$ cat src/rtl/clock_pkg.sv
// Shared constants and FSM state type for the seconds-to-days/hours/mins/secs converter.
package clock_pkg;

  localparam int SEC_PER_DAY  = 86400;
  localparam int SEC_PER_HOUR = 3600;
  localparam int SEC_PER_MIN  = 60;

  typedef enum logic [2:0] {
    IDLE,
    DIV_D,
    DIV_H,
    DIV_M,
    BCD,
    DONE
  } state_t;

  // 10^n, used to size the days saturation threshold at elaboration time.
  function automatic logic [63:0] pow10(input int n);
    logic [63:0] r;
    r = 64'd1;
    for (int i = 0; i < n; i++) r = r * 64'd10;
    return r;
  endfunction

endpackage

$ cat src/rtl/seq_divider.sv
// Restoring divider, one quotient bit per clock, W steps per division.
// The first step is taken on the start edge itself, so done is seen in the
// W-th cycle and the caller can chain the next division on the following edge.
module seq_divider #(
  parameter int W = 28
) (
  input  logic         clk,
  input  logic         reset,
  input  logic         start,
  input  logic [W-1:0] dividend,
  input  logic [W-1:0] divisor,
  output logic [W-1:0] quotient,
  output logic [W-1:0] remainder,
  output logic         done
);

  localparam int CW = $clog2(W + 1);

  logic [W-1:0]  r_quot, r_rem, r_div;
  logic [CW-1:0] r_cnt;
  logic [W-1:0]  w_q_in, w_r_in, w_d_in, w_q_nxt, w_r_nxt;
  logic [W:0]    w_shift, w_trial;
  logic          w_run;

  assign w_run = (r_cnt != '0) && (r_cnt != CW'(W));

  // One restoring step: shift in the next dividend bit, subtract if it fits.
  always_comb begin
    w_q_in  = start ? dividend : r_quot;
    w_r_in  = start ? '0       : r_rem;
    w_d_in  = start ? divisor  : r_div;
    w_shift = {w_r_in, w_q_in[W-1]};
    w_trial = w_shift - {1'b0, w_d_in};
    if (w_trial[W]) begin
      w_r_nxt = w_shift[W-1:0];
      w_q_nxt = {w_q_in[W-2:0], 1'b0};
    end else begin
      w_r_nxt = w_trial[W-1:0];
      w_q_nxt = {w_q_in[W-2:0], 1'b1};
    end
  end

  // Operand/step registers; start always wins and restarts the count.
  always_ff @(posedge clk or posedge reset) begin
    if (reset) begin
      r_quot <= '0;
      r_rem  <= '0;
      r_div  <= '0;
      r_cnt  <= '0;
    end else if (start) begin
      r_quot <= w_q_nxt;
      r_rem  <= w_r_nxt;
      r_div  <= divisor;
      r_cnt  <= CW'(1);
    end else if (w_run) begin
      r_quot <= w_q_nxt;
      r_rem  <= w_r_nxt;
      r_cnt  <= r_cnt + CW'(1);
    end
  end

  assign quotient  = r_quot;
  assign remainder = r_rem;
  assign done      = (r_cnt == CW'(W));

endmodule

$ cat src/rtl/sec_to_dhms.sv
// Converts a binary seconds count into packed-BCD days/hours/minutes/seconds.
// Three chained divisions share one divider; one double-dabble engine then
// converts the four fields in turn. Outputs change only on the DONE edge.
module sec_to_dhms
  import clock_pkg::*;
#(
  parameter int W          = 28,
  parameter int DAY_DIGITS = 4
) (
  input  logic                    clk,
  input  logic                    reset,
  input  logic                    start,
  input  logic [W-1:0]            t_in,
  output logic                    busy,
  output logic                    done,
  output logic [4*DAY_DIGITS-1:0] days_bcd,
  output logic [7:0]              hours_bcd,
  output logic [7:0]              mins_bcd,
  output logic [7:0]              secs_bcd,
  output logic                    ovf
);

  localparam logic [63:0] DAY_MAX = pow10(DAY_DIGITS) - 64'd1;

  state_t r_state, w_next;

  logic         w_div_start, w_div_done;
  logic [W-1:0] w_div_dvd, w_div_dvs, w_quot, w_rem;

  logic [W-1:0] r_days;
  logic [11:0]  r_hrs, r_mins, r_secs;
  logic [11:0]  r_dd_src;
  logic [14:0]  r_dd_bcd;
  logic [3:0]   r_bit;
  logic [1:0]   r_fld;
  logic [15:0]  r_days_h;
  logic [7:0]   r_hrs_h, r_mins_h, r_secs_h;
  logic [11:0]  w_dd_add;
  logic [15:0]  w_dd_next;
  logic         w_dd_last, w_ovf;
  logic [4*DAY_DIGITS-1:0] w_days_fit;

  seq_divider #(.W(W)) u_div (
    .clk       (clk),
    .reset     (reset),
    .start     (w_div_start),
    .dividend  (w_div_dvd),
    .divisor   (w_div_dvs),
    .quotient  (w_quot),
    .remainder (w_rem),
    .done      (w_div_done)
  );

  // State register.
  always_ff @(posedge clk or posedge reset) begin
    if (reset) r_state <= IDLE;
    else       r_state <= w_next;
  end

  // Next state; each divide launches the next one on the edge it finishes.
  always_comb begin
    w_next      = r_state;
    w_div_start = 1'b0;
    w_div_dvd   = w_rem;
    w_div_dvs   = W'(SEC_PER_DAY);
    unique case (r_state)
      IDLE: begin
        w_div_dvd = t_in;
        if (start) begin
          w_div_start = 1'b1;
          w_next      = DIV_D;
        end
      end
      DIV_D: begin
        w_div_dvs = W'(SEC_PER_HOUR);
        if (w_div_done) begin
          w_div_start = 1'b1;
          w_next      = DIV_H;
        end
      end
      DIV_H: begin
        w_div_dvs = W'(SEC_PER_MIN);
        if (w_div_done) begin
          w_div_start = 1'b1;
          w_next      = DIV_M;
        end
      end
      DIV_M:   if (w_div_done) w_next = BCD;
      BCD:     if (w_dd_last && r_fld == 2'd3) w_next = DONE;
      DONE:    w_next = IDLE;
      default: w_next = IDLE;
    endcase
  end

  assign busy = (r_state != IDLE);

  // Add-3 then shift. Fields are below 4096, so before any shift the value is
  // below 2048 and the top digit never reaches 5; it needs no adjust.
  always_comb begin
    w_dd_add = r_dd_bcd[11:0];
    for (int i = 0; i < 3; i++) begin
      if (r_dd_bcd[4*i +: 4] >= 4'd5) w_dd_add[4*i +: 4] = r_dd_bcd[4*i +: 4] + 4'd3;
    end
    w_dd_next = {r_dd_bcd[14:12], w_dd_add, r_dd_src[11]};
  end

  assign w_dd_last = (r_bit == 4'd11);
  assign w_ovf     = (64'(r_days) > DAY_MAX);

  // Fit the four converted day digits into the configured days field width.
  generate
    if (DAY_DIGITS > 4) begin : g_days_wide
      assign w_days_fit = {{(4*DAY_DIGITS-16){1'b0}}, r_days_h};
    end else if (DAY_DIGITS == 4) begin : g_days_four
      assign w_days_fit = r_days_h;
    end else begin : g_days_narrow
      assign w_days_fit = r_days_h[4*DAY_DIGITS-1:0];
    end
  endgenerate

  // Quotient capture and the shared double-dabble sequencing over four fields.
  always_ff @(posedge clk or posedge reset) begin
    if (reset) begin
      r_days   <= '0;
      r_hrs    <= '0;
      r_mins   <= '0;
      r_secs   <= '0;
      r_dd_src <= '0;
      r_dd_bcd <= '0;
      r_bit    <= '0;
      r_fld    <= '0;
      r_days_h <= '0;
      r_hrs_h  <= '0;
      r_mins_h <= '0;
      r_secs_h <= '0;
    end else begin
      if (r_state == DIV_D && w_div_done) r_days <= w_quot;
      if (r_state == DIV_H && w_div_done) r_hrs  <= w_quot[11:0];
      if (r_state == DIV_M && w_div_done) begin
        r_mins   <= w_quot[11:0];
        r_secs   <= w_rem[11:0];
        r_dd_src <= r_days[11:0];
        r_dd_bcd <= '0;
        r_bit    <= '0;
        r_fld    <= '0;
      end
      if (r_state == BCD) begin
        if (w_dd_last) begin
          r_bit    <= '0;
          r_fld    <= r_fld + 2'd1;
          r_dd_bcd <= '0;
          case (r_fld)
            2'd0: begin r_days_h <= w_dd_next;      r_dd_src <= r_hrs;  end
            2'd1: begin r_hrs_h  <= w_dd_next[7:0]; r_dd_src <= r_mins; end
            2'd2: begin r_mins_h <= w_dd_next[7:0]; r_dd_src <= r_secs; end
            default: r_secs_h <= w_dd_next[7:0];
          endcase
        end else begin
          r_bit    <= r_bit + 4'd1;
          r_dd_src <= {r_dd_src[10:0], 1'b0};
          r_dd_bcd <= w_dd_next[14:0];
        end
      end
    end
  end

  // Publish all fields together on the DONE edge and pulse done.
  always_ff @(posedge clk or posedge reset) begin
    if (reset) begin
      done      <= 1'b0;
      ovf       <= 1'b0;
      days_bcd  <= '0;
      hours_bcd <= '0;
      mins_bcd  <= '0;
      secs_bcd  <= '0;
    end else begin
      done <= (r_state == DONE);
      if (r_state == DONE) begin
        ovf       <= w_ovf;
        days_bcd  <= w_ovf ? {DAY_DIGITS{4'h9}} : w_days_fit;
        hours_bcd <= r_hrs_h;
        mins_bcd  <= r_mins_h;
        secs_bcd  <= r_secs_h;
      end
    end
  end

endmodule
$ cat config.mk
export PLATFORM = sky130hd
export DESIGN_NAME = sec_to_dhms
export DESIGN_NICKNAME = d
export VERILOG_FILES = /design/src/rtl/clock_pkg.sv /design/src/rtl/seq_divider.sv /design/src/rtl/sec_to_dhms.sv
export SDC_FILE = /design/constraint.sdc
export NUM_CORES = 1
export LEC_CHECK = 0
export CORE_MARGIN = 4
export CORE_UTILIZATION = 60
export CTS_CLUSTER_SIZE = 25
export DETAILED_ROUTE_END_ITERATION = 7
export GPL_TIMING_DRIVEN = 0
export PLACE_DENSITY = 0.8
export REMOVE_ABC_BUFFERS = 1
export SETUP_SLACK_MARGIN = 0.4
export SYNTH_ARGS = -nofsm -noshare
export SYNTH_HDL_FRONTEND = slang
export SYNTH_SLANG_ARGS = --single-unit
$ cat constraint.sdc
create_clock -name clk -period 11.9 [get_ports clk]
set_clock_uncertainty 0.15 [all_clocks]
set_input_delay 2.38 -clock clk [delete_from_list [all_inputs] [get_ports clk]]
set_output_delay 2.38 -clock clk [all_outputs]
set_load 0.02 [all_outputs]
-- Word-level counts from Yosys, hierarchy flattened
Index checks and enable logic that the tools add are counted.
- flip-flop bits (word level): 271
- input port bits: 31
- output and inout bits: 43
- word-level logic and storage cells: 108
- $add $sub $neg: 7
- magnitude comparators: 4
- equal/unequal tests: 16
- muxes and demuxes: 39
- bitwise operators: 1
- reductions and logical operators: 18
- operators by type and width (operator ; number):
    $mux W28 ; 9
    $mux W15 ; 3
    $mux W12 ; 3
    $pmux W12 S3 ; 1
    $pmux W17 S2 ; 1
    $sub A29 B28 Y29 ; 1
    $gt A28 B14 Y1 const B ; 1
    $mux W4 ; 6
    $mux W16 ; 1
    $mux W3 ; 5
    $pmux W3 S5 ; 1
    $add A4 B2 Y4 const B ; 3
    $ge A4 B3 Y1 const B ; 3
    $reduce_and A3 Y1 ; 4
    $mux W5 ; 2
    $ne A2 B2 Y1 const B ; 5
    $eq A3 B2 Y1 const B ; 2
    $eq A3 B3 Y1 const B ; 2
    $mux W2 ; 3
    $add A5 B1 Y5 const B ; 1
    $eq A5 B5 Y1 const B ; 1
    $logic_and A1 B1 Y1 ; 5
    $ne A5 B5 Y1 const B ; 1
    $reduce_and A5 Y1 ; 1
    16 further kinds ; 20

-- Logic depth before layout (Yosys ltp)
Gate-level depths: netlist (run 1).
- depth after elaboration: 8
- depth in mapped cells: 20
- gate-level depth less buffers: 18

-- Cells and area by module
From an unflattened synthesis (run 1), not the netlist that was laid out.
- cells, all modules: 1249
- area, all modules: 13755.7 sq um
- modules (own cells, without submodules) (module ; times used ; cells an instance ; area an instance (sq um) ; sequential area each (sq um)):
    sec_to_dhms ; 1 ; 615 ; 7998.9 ; 4554.4
    seq_divider ; 1 ; 634 ; 5756.8 ; 2227.1

-- Least setup slack after synthesis (run 1)
Ideal clock, no wire load.
- path type: input to register
- start point: in start
- end point: reg u_div.r_rem[27], in the netlist u_div.remainder[27]
- setup time: 0.120 ns
- arrival time: 5.826 ns
- required time: 11.630 ns
- path slack: 5.805 ns
- stages: 17
- buffers on the path: 2
- cells stage by stage: nor4b_4 -> a31oi_4 -> clkbuf_1 -> clkbuf_1 -> and2_1 -> ha_1 -> inv_1 -> fa_1 -> a211oi_1 -> o21ai_0 -> o211ai_1 -> a211oi_2 -> o21a_1 -> o21ai_0 -> mux2i_1 -> o32ai_1 -> a31o_1
- cells in the longest elaborated chain, start to end: 7
- elaborated cells on any way between the ends: 10
- classes of those cells: 1 x add/sub; 8 x mux; 1 x reduce/logical
- RTL lines (what ; RTL line ; source):
    from (decl) ; sec_to_dhms.sv:12 ; input logic start,
    $mux W1 * ; sec_to_dhms.sv:69 ; if (start) begin
    $pmux W1 S2 * ; sec_to_dhms.sv:66 ; unique case (r_state)
    $mux W28 * ; seq_divider.sv:31 ; w_d_in = start ? divisor : r_div;
    via u_div.w_d_in[0] ; seq_divider.sv:21 ; logic [W-1:0] w_q_in, w_r_in, w_d_in, w_q_nxt, w_r_nxt;
    $sub A29 B28 Y29 * ; seq_divider.sv:33 ; w_trial = w_shift - {1'b0, w_d_in};
    $mux W28 * ; seq_divider.sv:34 ; if (w_trial[W]) begin
    $mux W28 ; seq_divider.sv:55 ; end else if (w_run) begin
    $mux W28 * ; seq_divider.sv:50 ; end else if (start) begin
    to (signal assigned) ; seq_divider.sv:52 ; r_rem <= w_r_nxt;
    to (signal assigned) ; seq_divider.sv:57 ; r_rem <= w_r_nxt;
    to (decl) ; seq_divider.sv:19 ; logic [W-1:0] r_quot, r_rem, r_div;
Mark *: on every way through the listed nets, which the timed path passes. The rest lies on a longest branch. The select of a mux whose other input is x is not followed.
A chain may end at the register's enable or synchronous reset.

-- Worst setup path in the final report (run 1)
- start point: in start
- end point: reg u_div.r_rem[26], in the netlist u_div.remainder[26]
- cells in the longest elaborated chain, start to end: 7
- elaborated cells on any way between the ends: 10
- classes of those cells: 1 x add/sub; 8 x mux; 1 x reduce/logical
- RTL lines (what ; RTL line):
    $mux W1 * ; sec_to_dhms.sv:69
    $pmux W1 S2 * ; sec_to_dhms.sv:66
    $mux W28, on equally long branches ; seq_divider.sv:29, seq_divider.sv:30, seq_divider.sv:31
    $sub A29 B28 Y29 ; seq_divider.sv:33
    $mux W28 ; seq_divider.sv:34
    $mux W28 ; seq_divider.sv:55
    $mux W28 ; seq_divider.sv:50
Mark *: on every way between the ends. The rest lies on a longest branch, timed or not. The select of a mux whose other input is x is not followed.

==> metrics.txt, run 1 <==
# H-tree levels 1; Worst Hold Launch u_div.r_div[27]; CP required about 12 ns; fin crit period approximately 7.8 ns; hold buffer count at cts 0; Core Util, Final slightly above 70%; GRT Total Usage ~25%; initial antenna violation count 0; Sink Count 271; CTS tree built; largest net degree at the start of global routing 100; Final nets around 1400; RD Place Congestion between 0.8 and 0.9; area of the die between 20000 and 25000 um2; Max Clock Freq 129 MHz; DR DRC count 0; n_diodes 0; Avg Inst Size Synth approximately 10 um2; crit-path cells clkdlybuf4s50_1, nor4b_4, a31oi_4, buf_12, buf_16, a21oi_1, ha_1, inv_1, fa_1, a211oi_1, o21ai_0, o211ai_1, a211oi_2, o21a_1, o211ai_4, and2_1, a22oi_1, o2bb2ai_1; Finished Layout Cells roughly 1600; Gate Count Post-Synth ~1300; vias in the first global route about 10000; CTS Buffer Depth 3; Total Power approximately 3.9 mW; RSZ-0062 raised after global routing false; aggregate routed wire length 29.9 mm; Worst Path Buf+Inv 4; Startpoint Class input port; Root Buffer clkbuf_16; Setup CP Type in2reg; worst hold endpoint u_div.r_div[27]; Power Dens Cells 254 nW/um2; Die Y 156 um; IO Count 74; Crit path depth 18; CTS Buf Count 28; Clk Latency, worst-skew pair 0.54 ns; Detail Route Antenna Nets 0; Yosys Warn Count 0; Yosys cell types 58; crit path max-delay cell type o211ai_4; cell family with most CP delay compound AO/OA/AOI/OAI gates; DP Worst Slack around 3.6 ns; Post-synth EDFFs 0; critical-path maximum fanout 33; Pre-antenna DRT Iters 5; crit path from start; Post-Syn Area between 10000 and 15000 um2; fin crit share between 60% and 70%; drt wl/cell 18.4 um; HPWL after DPL about 19 mm; Async SR Flop Fraction 100%; Slew HR approximately 2.5%; R2R cell count 20; CTS clk-pin slew, worst paths 0.06 ns; Synth Flop Type dfrtp_1; drt via density 6.04; first-pass GRT wire length around 50 mm; Fin. Hold Viols 0; P_leak roughly 7.2 nW; Post-CTS Setup Repair Bufs 0; Starting Density between 60 and 70%; reg2reg setup slack about 5.7 ns; placed insts ~1600; Filler Cell Count 1517; slowest stage delay, CP ~0.75 ns; gr ovfl total 0; # rows 53; 1st-iter DRT viols ~760; sequential area share after synthesis between 50% and 60%; crit end category register; pins over their slew limit 0; Layout area overhead 17.2%; hold depth 2; max-cap viol count 0; worst flop-to-flop path startpoint u_div.r_cnt[0]; WP data arrival between 8 and 9 ns; R2R Path End u_div.remainder[26]; share of layout cells above drive strength 1 12.2%; count of state elements after synthesis ~270; maximum VDD drop 0.173 mV; status completed; final setup violation count 0; DR vias about 9800; core area between 20000 and 25000 um2; worst min-delay path category reg2reg; Worst Tran Pin Value 1.46 ns; post-CTS sizing 0; port buffer count 73; setup slack after layout between 4 and 5 ns; Die X about 160 um
cells in the mapped netlist, types with 2 or more instances:
cell type	instances	area share, %
nand2b_1	9	0.43
mux2i_1	21	1.6
nor3b_1	7	0.40
and3_1	6	0.29
and2_1	34	1.6
nor3_1	6	0.23
nor2_1	40	1.1
a41oi_1	2	0.13
buf_2	5	0.19
dfrtp_1	271	52
a22oi_1	11	0.63
nand2_1	228	6.5
a31oi_1	31	1.5
inv_1	50	1.4
a21o_1	16	0.92
xor2_1	9	0.60
nand4_1	8	0.38
o22a_1	9	0.60
a22o_1	12	0.80
nand3_1	12	0.46
o21bai_1	4	0.23
a21oi_1	57	2.2
ha_1	41	3.9
buf_4	2	0.11
nor4_1	5	0.24
o31ai_1	5	0.29
o21ai_0	68	2.6
mux2_2	81	7.0
buf_1	2	0.057
nor2b_1	28	1.3
o221ai_1	12	0.80
a222oi_1	12	0.92
a211oi_1	30	1.7
o2bb2ai_1	6	0.40
o21ai_1	11	0.42
nand3b_1	4	0.23
or3_1	2	0.096
xnor2_1	24	1.6
o21a_1	5	0.29
and4_1	2	0.13
clkbuf_1	60	1.7
o211ai_1	4	0.23
o22ai_1	7	0.33
worst reg2reg max path, cell delays in order (launching register included):
cell	delay (ns)
dfrtp_1	0.40
inv_1	0.09
ha_1	0.27
and4_1	0.28
a31oi_4	0.48
buf_12	0.27
buf_16	0.20
nor2_1	0.07
a21oi_1	0.26
ha_1	0.24
inv_1	0.06
fa_1	0.43
a211oi_1	0.21
o21ai_0	0.25
o211ai_1	0.31
a211oi_2	0.15
o21a_1	0.24
o211ai_4	0.75
and2_1	0.65
a22oi_1	0.15
o2bb2ai_1	0.19
power by group:
| group | internal [mW] | switching, mW |
|---|---|---|
| clock | 0.659 | 0.375 |
| sequential | 1.14 | 0.197 |
| combinational | 0.675 | 0.845 |
| total | 2.48 | 1.42 |
metal layers:
layer | vias up | routed length [um] | GRT usage [%]
met2 | 286 | 14500 | 42.1
met3 | 70 | 1720 | 3.61
li1 | 4598 | - | -
met1 | 4835 | 12900 | 34.1
met5 | - | 0 | 0
met4 | 0 | 799 | 8.17
metrics by stage:
step                      setup TNS [ns]  area, um2  hold slack [ns]
final                                  0      15300            0.317
after global routing                   0      15300            0.345
after CTS                              0      15300            0.323
after detailed placement               0      14200            0.305
after global placement           -309.85      13900            0.294
after floorplan                        0      12800            0.283
layout make-up:
| class | count | area (um2) | area share [%] |
|---|---|---|---|
| Multi-Input combinational cell | 883 | 5870 | 38.3 |
| Tap cell | 275 | 344 | 2.24 |
| Inverter | 51 | 199 | 1.30 |
| Clock inverter | 20 | 345 | 2.25 |
| Timing Repair Buffer | 90 | 1030 | 6.70 |
| Sequential cell | 271 | 6780 | 44.2 |
| Clock buffer | 32 | 767 | 5.00 |
worst max path at each step:
stage | to
after global placement | u_div.r_div[2]
after CTS | u_div.remainder[3]
final | u_div.remainder[26]
after floorplan | days_bcd[0]
after detailed placement | u_div.remainder[26]
after global routing | u_div.remainder[26]
sequential cells by signal, summed over array words and instances, names as in the netlist, 3 cells and up:
signal / flops
r_days: 28
hours_bcd: 8
r_hrs: 12
u_div.r_div: 28
r_secs: 12
u_div.remainder: 28
r_bit: 4
r_state: 3
r_dd_bcd: 15
days_bcd: 16
r_mins_h: 8
mins_bcd: 8
r_days_h: 16
secs_bcd: 8
r_dd_src: 12
u_div.quotient: 28
r_secs_h: 8
u_div.r_cnt: 5
r_mins: 12
r_hrs_h: 8
cells by family (layout without fill, tap and decap cells):
family          after synthesis  in the layout  share of synthesized area, %
simple gates                394            394                          13.8
compound gates              312            312                          15.9
flops                       271            271                          51.8
buf+inv                     120            193                          3.55
mux                         102            102                          8.58
fa+ha+maj                    42             42                          4.07
xor+xnor                     33             33                          2.21
cells in the final DEF (no fill, tap or decap), types with 10 or more instances in the layout:
cell and instances:
and2_1 34, a21oi_1 57, o21ai_1 10, a22oi_1 11, clkbuf_16 29, mux2_2 81, o221ai_1 12, clkdlybuf4s50_1 73
a222oi_1 12, nor2b_1 28, a21o_1 16, a211oi_1 30, mux2i_1 21, nor2_1 38, o21ai_0 68, nand2_1 228
a22o_1 12, inv_1 49, nand3_1 11, xnor2_1 24, ha_1 41, a31oi_1 31, dfrtp_1 271
Power figures use the tool's default switching activity.
==> run 2, diff against run 1 <==
Clock period 11.9 ns to 7.6 ns, I/O delays scaled along.
==> results of run 2 <==
Same layout as run 1 (identical final DEF). Status: completed.
Among the figures that moved: setup slack after placement 3.60 ns -> 0.164 ns; setup slack after layout 4.13 ns -> 0.692 ns; register-to-register setup slack 5.72 ns -> 1.42 ns; total power 3.89 mW -> 6.10 mW; worst IR drop on VDD 0.173 mV -> 0.270 mV
==> run 3, diff against run 2 <==
Settings changed: CORE_ASPECT_RATIO from default to 1.1, CORE_UTILIZATION 60 to 40, CTS_BUF_LIST from default to sky130_fd_sc_hd__clkbuf_8, PLACE_DENSITY 0.8 to default.
==> metrics.txt, run 3 (same netlist as run 1, synthesis figures left out) <==
Fin. Hold Viols 0; DR vias between 9000 and 10000; slowest stage delay, CP ~1.1 ns; Detail Route Antenna Nets 0; commonest non-fill, non-tap cell in the layout dfrtp_1; multi-input logic area about 6000 um2; drt via density ~5.4; P_leak around 7.2 nW; DP Worst Slack ~0.13 ns; crit end category register; fin crit period between 6 and 7 ns; Placement Cell Area roughly 14000 um2; core area between 30000 and 40000 um2; cell mode on critical path o211ai_1; pins over their slew limit 0; # H-tree levels 2; CTS Buf Count 46; most frequent cells in the layout dfrtp_1, nand2_1, mux2_2, clkdlybuf4s50_1, o21ai_0; Post-CTS Setup Repair Bufs 0; Layout area overhead 16.8%; Power Dens Cells approximately 370 nW/um2; Die Y between 150 and 200 um; aggregate routed wire length between 30 and 40 mm; Clk Latency, worst-skew pair roughly 0.58 ns; CTS clk-pin slew, worst paths approximately 0.060 ns; Final Cell Area roughly 15000 um2; final setup violation count 0; largest net degree at the start of global routing roughly 130; max-cap viol count 0; Final nets 1416; # rows 69; Pre-antenna DRT Iters 5; maximum VDD drop between 0.2 and 0.3 mV; critical-path maximum fanout 35; setup slack after layout ~0.65 ns; R2R Path End u_div.remainder[10]; area of the die between 30000 and 40000 um2; Slew HR between 10% and 20%; worst flop-to-flop path startpoint r_state[0]; n_diodes 0; Startpoint Class input port; worst hold endpoint secs_bcd[0]; drt wl/cell 16.7 um; 1st-iter DRT viols around 490; Starting Density around two fifths; Reg area a little under 7000 um2; vias in the first global route 9856; Setup CP Type in2reg; R2R cell count 18; Worst Hold Launch r_secs_h[0]; share of layout cells above drive strength 1 about an eighth; IO Count between 70 and 80; Max Clock Freq 144 MHz; crit path max-delay cell type nor2_1; Filler Cell Count between 3000 and 4000; first-pass GRT wire length approximately 51 mm; HPWL after DPL roughly 20 mm; status completed; CTS Buffer Depth 3; hold buffer count at cts 0; fin crit share between 90 and 100%; DR DRC count 0; Root Buffer clkbuf_8; Core Util, Final 47.3%; gr ovfl total 0; CTS tree built; Sink Count 271; RD Place Congestion 0.788; initial antenna violation count 0; Die X between 150 and 200 um; port buffer count 73; hold slack about 0.32 ns; CP required 7.94 ns; Worst Tran Pin Value between 1 and 1.5 ns; RSZ-0062 raised after global routing true; GRT Total Usage around 17%; WP data arrival about 7.3 ns; hold depth 2; reg2reg setup slack 1.47 ns; post-CTS sizing 0; worst min-delay path category reg2reg; crit-path cells clkdlybuf4s50_1, nor4b_4, a31oi_4, buf_16, buf_12, a21oi_1, ha_1, inv_1, fa_1, a211oi_1, o21ai_0, o211ai_1, a211oi_2, o211ai_1, o211ai_4, nor2_1, nand2_1, o21ai_1
run 3: changes by cell type in the layout (fill, tap and decap cells not counted):
cell,change
inv_8,+2
buf_12,-1
clkinv_4,-3
bufinv_16,-9
nor2_2,+1
nor2_1,-1
clkbuf_16,-29
clkbuf_8,+52
inv_1,+14
clkinvlp_4,-2
buf_8,+1
run 3: layout make-up:
cell class | count | area share, %
well taps | 426 | 3.49
multi-input cells | 883 | 38.4
clock inverters | 22 | 0.713
flip-flops and latches | 271 | 44.4
repair buffers | 90 | 6.69
inverters | 51 | 1.30
clock buffers | 55 | 4.96
run 3: metrics by stage:
stage / power (mW) / std cells / TNS [ns]
floorplan: 3.82 / 1205 / -416.53
global placement: 4.37 / 1704 / -1458.69
detailed placement: 4.46 / 1721 / 0
CTS: 5.75 / 1798 / 0
global route: 6.16 / 1798 / 0
finish: 5.69 / 1798 / 0
run 3: per-layer routing:
layer  global-route usage (%)  vias to the layer above  wire length, um
met2                     28.5                      181            14300
met1                     23.2                     4791            14000
met4                     5.35                        0              755
li1                         -                     4644                -
met5                        0                        -                0
met3                     2.63                       52             1100
run 3: worst max-delay path by stage:
stage	start	endpoint	slack, ns	depth (start not counted)
after detailed placement	start	u_div.remainder[3]	0.13	18
after CTS	start	u_div.remainder[10]	0.67	18
after global placement	reset	r_mins[3]	-5.12	2
final	start	u_div.remainder[10]	0.65	18
after global routing	start	u_div.remainder[10]	0.36	18
after floorplan	reset	days_bcd[0]	-1.54	1
run 3: where the power goes:
group / total, mW / switching (mW) / internal, mW / leakage [nW]
combinational: 2.37 / 1.32 / 1.05 / 3.08
clock: 1.24 / 0.585 / 0.656 / 0.506
sequential: 2.08 / 0.285 / 1.79 / 3.61
run 3: worst max-delay path: cells and delay by family:
kind / cells / cell delay, ns
AO/OA/AOI/OAI: 9 / 2.18
AND/OR/NAND/NOR: 3 / 1.90
buffers and inverters: 4 / 1.05
adder cells (fa/ha/maj): 2 / 0.61
